[src/rtl/ipif_ce_master.sv]
// Single-beat chip-enable bus initiator: one request in, one CE access to the
// slave, one response out, with a bounded wait for the slave acknowledge.
module ipif_ce_master #(
    parameter int unsigned C_NUM_REG    = 4,
    parameter int unsigned C_SLV_DWIDTH = 32,
    parameter int unsigned C_SEL_WIDTH  = 2,
    parameter int unsigned C_TIMEOUT    = 16
) (
    input  logic                      Bus2IP_Clk,
    input  logic                      Bus2IP_Reset,
    input  logic                      req_valid,
    output logic                      req_ready,
    input  logic                      req_wr,
    input  logic [C_SEL_WIDTH-1:0]    req_sel,
    input  logic [C_SLV_DWIDTH-1:0]   req_data,
    input  logic [C_SLV_DWIDTH/8-1:0] req_be,
    output logic                      rsp_valid,
    input  logic                      rsp_ready,
    output logic [C_SLV_DWIDTH-1:0]   rsp_data,
    output logic                      rsp_err,
    output logic                      rsp_timeout,
    output logic [C_SLV_DWIDTH-1:0]   Bus2IP_Data,
    output logic [C_SLV_DWIDTH/8-1:0] Bus2IP_BE,
    output logic [C_NUM_REG-1:0]      Bus2IP_RdCE,
    output logic [C_NUM_REG-1:0]      Bus2IP_WrCE,
    input  logic [C_SLV_DWIDTH-1:0]   IP2Bus_Data,
    input  logic                      IP2Bus_RdAck,
    input  logic                      IP2Bus_WrAck,
    input  logic                      IP2Bus_Error
);

    localparam int unsigned BEW  = C_SLV_DWIDTH / 8;
    localparam int unsigned CNTW = 8;

    typedef enum logic [1:0] {IDLE, ACCESS, RESP} state_t;

    state_t                  r_state;
    logic                    r_wr;
    logic [CNTW-1:0]         r_cnt;
    logic [C_NUM_REG-1:0]    w_ce;
    logic                    w_sel_ok;
    logic                    w_ack;

    // Register index i maps to CE bit [C_NUM_REG-1-i] (MSB-first numbering).
    always_comb begin
        w_ce = '0;
        for (int unsigned i = 0; i < C_NUM_REG; i++) begin
            w_ce[C_NUM_REG-1-i] = (32'(req_sel) == i);
        end
    end

    assign w_sel_ok = (32'(req_sel) < C_NUM_REG);
    assign w_ack    = r_wr ? IP2Bus_WrAck : IP2Bus_RdAck;

    always_ff @(posedge Bus2IP_Clk) begin
        if (Bus2IP_Reset) begin
            r_state     <= IDLE;
            r_wr        <= 1'b0;
            r_cnt       <= '0;
            req_ready   <= 1'b1;
            rsp_valid   <= 1'b0;
            rsp_data    <= '0;
            rsp_err     <= 1'b0;
            rsp_timeout <= 1'b0;
            Bus2IP_Data <= '0;
            Bus2IP_BE   <= '0;
            Bus2IP_RdCE <= '0;
            Bus2IP_WrCE <= '0;
        end else begin
            case (r_state)
                IDLE: begin
                    if (req_valid && req_ready) begin
                        req_ready <= 1'b0;
                        r_wr      <= req_wr;
                        r_cnt     <= '0;
                        if (w_sel_ok) begin
                            r_state     <= ACCESS;
                            Bus2IP_RdCE <= req_wr ? '0 : w_ce;
                            Bus2IP_WrCE <= req_wr ? w_ce : '0;
                            Bus2IP_Data <= req_wr ? req_data : '0;
                            Bus2IP_BE   <= req_be;
                        end else begin
                            // Out-of-range index never touches the bus.
                            r_state     <= RESP;
                            rsp_valid   <= 1'b1;
                            rsp_data    <= '0;
                            rsp_err     <= 1'b1;
                            rsp_timeout <= 1'b0;
                        end
                    end
                end
                ACCESS: begin
                    if (w_ack) begin
                        r_state     <= RESP;
                        rsp_valid   <= 1'b1;
                        rsp_data    <= r_wr ? '0 : IP2Bus_Data;
                        rsp_err     <= IP2Bus_Error;
                        rsp_timeout <= 1'b0;
                        Bus2IP_RdCE <= '0;
                        Bus2IP_WrCE <= '0;
                        Bus2IP_Data <= '0;
                        Bus2IP_BE   <= BEW'(0);
                    end else if (r_cnt == CNTW'(C_TIMEOUT - 1)) begin
                        r_state     <= RESP;
                        rsp_valid   <= 1'b1;
                        rsp_data    <= '0;
                        rsp_err     <= 1'b1;
                        rsp_timeout <= 1'b1;
                        Bus2IP_RdCE <= '0;
                        Bus2IP_WrCE <= '0;
                        Bus2IP_Data <= '0;
                        Bus2IP_BE   <= BEW'(0);
                    end else begin
                        r_cnt <= r_cnt + CNTW'(1);
                    end
                end
                RESP: begin
                    if (rsp_ready) begin
                        r_state   <= IDLE;
                        rsp_valid <= 1'b0;
                        req_ready <= 1'b1;
                    end
                end
                default: begin
                    r_state <= IDLE;
                end
            endcase
        end
    end

endmodule
[config.mk]
export PLATFORM = sky130hd
export DESIGN_NAME = ipif_ce_master
export DESIGN_NICKNAME = d
export VERILOG_FILES = /design/src/rtl/ipif_ce_master.sv
export SDC_FILE = /design/constraint.sdc
export NUM_CORES = 1
export LEC_CHECK = 0
export BUFFER_PORTS_ARGS = -buffer_cell sky130_fd_sc_hd__buf_2
export CAP_MARGIN = 30
export CORE_MARGIN = 5
export CORE_UTILIZATION = 40
export DETAILED_ROUTE_END_ITERATION = 8
export HOLD_SLACK_MARGIN = 0.1
export PLACE_DENSITY = 0.81
export SETUP_SLACK_MARGIN = 0.02
export SLEW_MARGIN = 20
export SYNTH_ARGS = -nofsm -noshare
export SYNTH_HDL_FRONTEND = slang
export SYNTH_SLANG_ARGS = --single-unit
[constraint.sdc]
create_clock -name Bus2IP_Clk -period 5 [get_ports Bus2IP_Clk]
set_input_delay 0.5 -clock Bus2IP_Clk [delete_from_list [all_inputs] [get_ports Bus2IP_Clk]]
set_output_delay 0.5 -clock Bus2IP_Clk [all_outputs]
set_load 0.01 [all_outputs]
==> results.yml <==
worst_setup_path:
  rr_endpoint: "Bus2IP_Data[23]"
  required_ns: 5.24
  cp.arrival_ns: 2.32
  reg2reg_slack_ns: 2.93
  r2r-start: "r_state[1]"
  worstSetupEndpointType: "flop"
  cp_max_fo: 30
  crit_type: "reg -> reg"
  r2r_cells: 5
  startpoint_type: "flop"
die:
  initial_utilization: 0.405
  io_pins: 158
  die-height_um: 103
  die_w_um: 103
  fp.coreArea_mm2: 0.00864
  die_area_mm2: 0.0107
  rows: 34
sta:
  fmax_mhz: 482
  slew_violations: 0
  finalSetupTns_ns: 0
  tightest_slew_ns: 0.722
  min_period_ns: 2.07
  fin_crit_sh: 0.415
  relSlewSlack: 0.519
  setup_viol: 0
  holdWs_ns: 0.347
  clock_skew_ns: 0.00852
  final_hold_viol_count: 0
  setup_slack_ns: 2.93
  rsz0062_at_grt: "no"
synth:
  ys_dominant_reg_cell: "dfxtp_1"
  yosys.area.top_type: "dfxtp_1"
  synth.area.top_cells: "dfxtp_1 (52%), a22o_1 (11%), mux2i_1 (9.2%)"
  ys_warn_count: 0
  syn_area_per_cell_um2: 10.7
  synth-edff-count: 0
  ys_ff_latch: 91
  async_flop_share: 0
  synth_top_area_share: 0.521
  synth.most_common_cell: "dfxtp_1"
  synth.distinct_cells: 41
  ys_top_cells_by_count: "dfxtp_1 (91), a22o_1 (42), nand2_1 (39)"
  synth_area_mm2: 0.00349
  yosysSeqAreaShare: 0.521
  syn_inst: 326
  synth_nets: 405
final_layout:
  drive_above_1_share: 0.386
  area_growth_pct: 29.1
  final_area_mm2: 0.00451
  utilization: 0.522
  stdcell_count: 590
  final_nets: 556
  num_antenna_cells: 0
cts:
  worstSkewPairLatency_ns: 0.35
  clock-root-buffer: "clkbuf_8"
  postCtsSetupRepairBufs: 0
  ctsResizeCount: 0
  cts_sinks: 91
  cts-hold-fix-buffers: 0
  clk_pin_slew_ns: 0.10
  htree_num_levels: 3
  cts_inserted_buffers: 9
  tritoncts: "done"
  ctsLongestPathBuffers: 2
place:
  port_buffers: 157
  pre_cts_slack_ns: 2.72
  dp.cells: 574
  hpwlAfterDp_um: 6530
  placed_cell_area_mm2: 0.00432
  place.gp.congestion: 0.924
power:
  finalPower_mw: 1.40
  p_leak_nw: 2.28
  power-per-cell-area_mw_per_mm2: 310
  ir_drop_mv: 0.126
route:
  firstDrtPassIters: 4
  wl_per_cell_um: 14.8
  drt-vias-per-instance: 5.06
  wirelength_um: 8740
  post-route-drc-count: 0
  first_iter_violations: 67
  antenna_left: 0
  route.vias.total: 2983
outcome:
  status: "finished clean"
global_route:
  antenna_found_initial: 0
  grt_pass1_vias: 2872
  grt.total_usage: 0.156
  grt_overflow_total: 0
  grt_max_degree: 49
  grt_pass1_wl_um: 13200
min_path:
  min_to: "Bus2IP_BE[3]"
  min_path_type: "in -> reg"
  hp-start: "req_be[3]"
  whs_path_depth: 2
flow_run:
  cap_violations: 0
-- area by class of cell --
class	count	area, um^2
clock buffer	9	124
clock inverter	7	62.6
fill	822	4130
inverter	2	7.51
multi-input combinational	213	1530
sequential	91	1820
tap	108	135
timing repair buffer	160	832
-- cell families (layout without fill, tap and decap cells) --
family / count (synthesis) / in the layout / share of synthesized area
AOI/OAI and AO/OA: 70 / 70 / 0.168
adders and majority gates: 1 / 1 / 0.00358
buffers and inverters: 22 / 178 / 0.0426
DFF: 91 / 91 / 0.521
muxes: 35 / 35 / 0.102
and+or+nand+nor: 107 / 107 / 0.162
-- worst max-delay path by stage --
stage | cells after the start | from | slack, ns | to
5_1_grt | 5 | r_state[1] | 2.81 | Bus2IP_Data[23]
2_1_floorplan | 5 | Bus2IP_Reset | 3.24 | r_cnt[5]
3_5_place_dp | 6 | req_valid | 2.72 | Bus2IP_Data[23]
4_1_cts | 5 | r_state[1] | 2.90 | Bus2IP_Data[23]
6_report | 5 | r_state[1] | 2.93 | Bus2IP_Data[23]
3_3_place_gp | 5 | req_valid | 2.64 | Bus2IP_Data[11]
-- where the power goes --
group,leakage [nW],internal [mW],switching [mW]
Sequential,0.737,0.750,0.0151
Combinational,1.46,0.0816,0.0923
Clock,0.0855,0.189,0.272
Total,2.28,1.02,0.379
-- placed cells by master (no fill, tap or decap), types with 3 or more instances in the layout --
cell        instances
a22o_1             42
clkbuf_8            9
nand2b_1           35
mux2i_1            32
clkinvlp_4          3
nor3_1              4
a31oi_1             3
a21oi_1             9
dfxtp_1            91
nand3_1             6
nor2_1              6
buf_2             157
a32o_1              4
nand2_1            39
nor2b_1             3
-- flip-flops by register name (all words and copies together) (netlist names) --
signal / flops
Bus2IP_BE: 4
Bus2IP_Data: 32
Bus2IP_RdCE: 4
Bus2IP_WrCE: 4
r_cnt: 8
r_state: 2
r_wr: 1
req_ready: 1
rsp_data: 32
rsp_err: 1
rsp_timeout: 1
rsp_valid: 1
-- metal layers --
layer / track usage / routed length (um) / up-vias
met3: 0.0543 / 979 / 22
met5: 0 / 0 / -
met4: 0.0896 / 287 / 0
li1: - / - / 1467
met1: 0.180 / 3650 / 1353
met2: 0.250 / 3820 / 141
-- critical path, cell delays in order, from the launching register on --
cell	delay (ns)
dfxtp_1	0.39
nor4bb_1	0.64
nor2_1	0.19
a21boi_4	0.26
buf_16	0.25
a22o_1	0.24
Note: power is estimated with default switching activity, not from simulation.
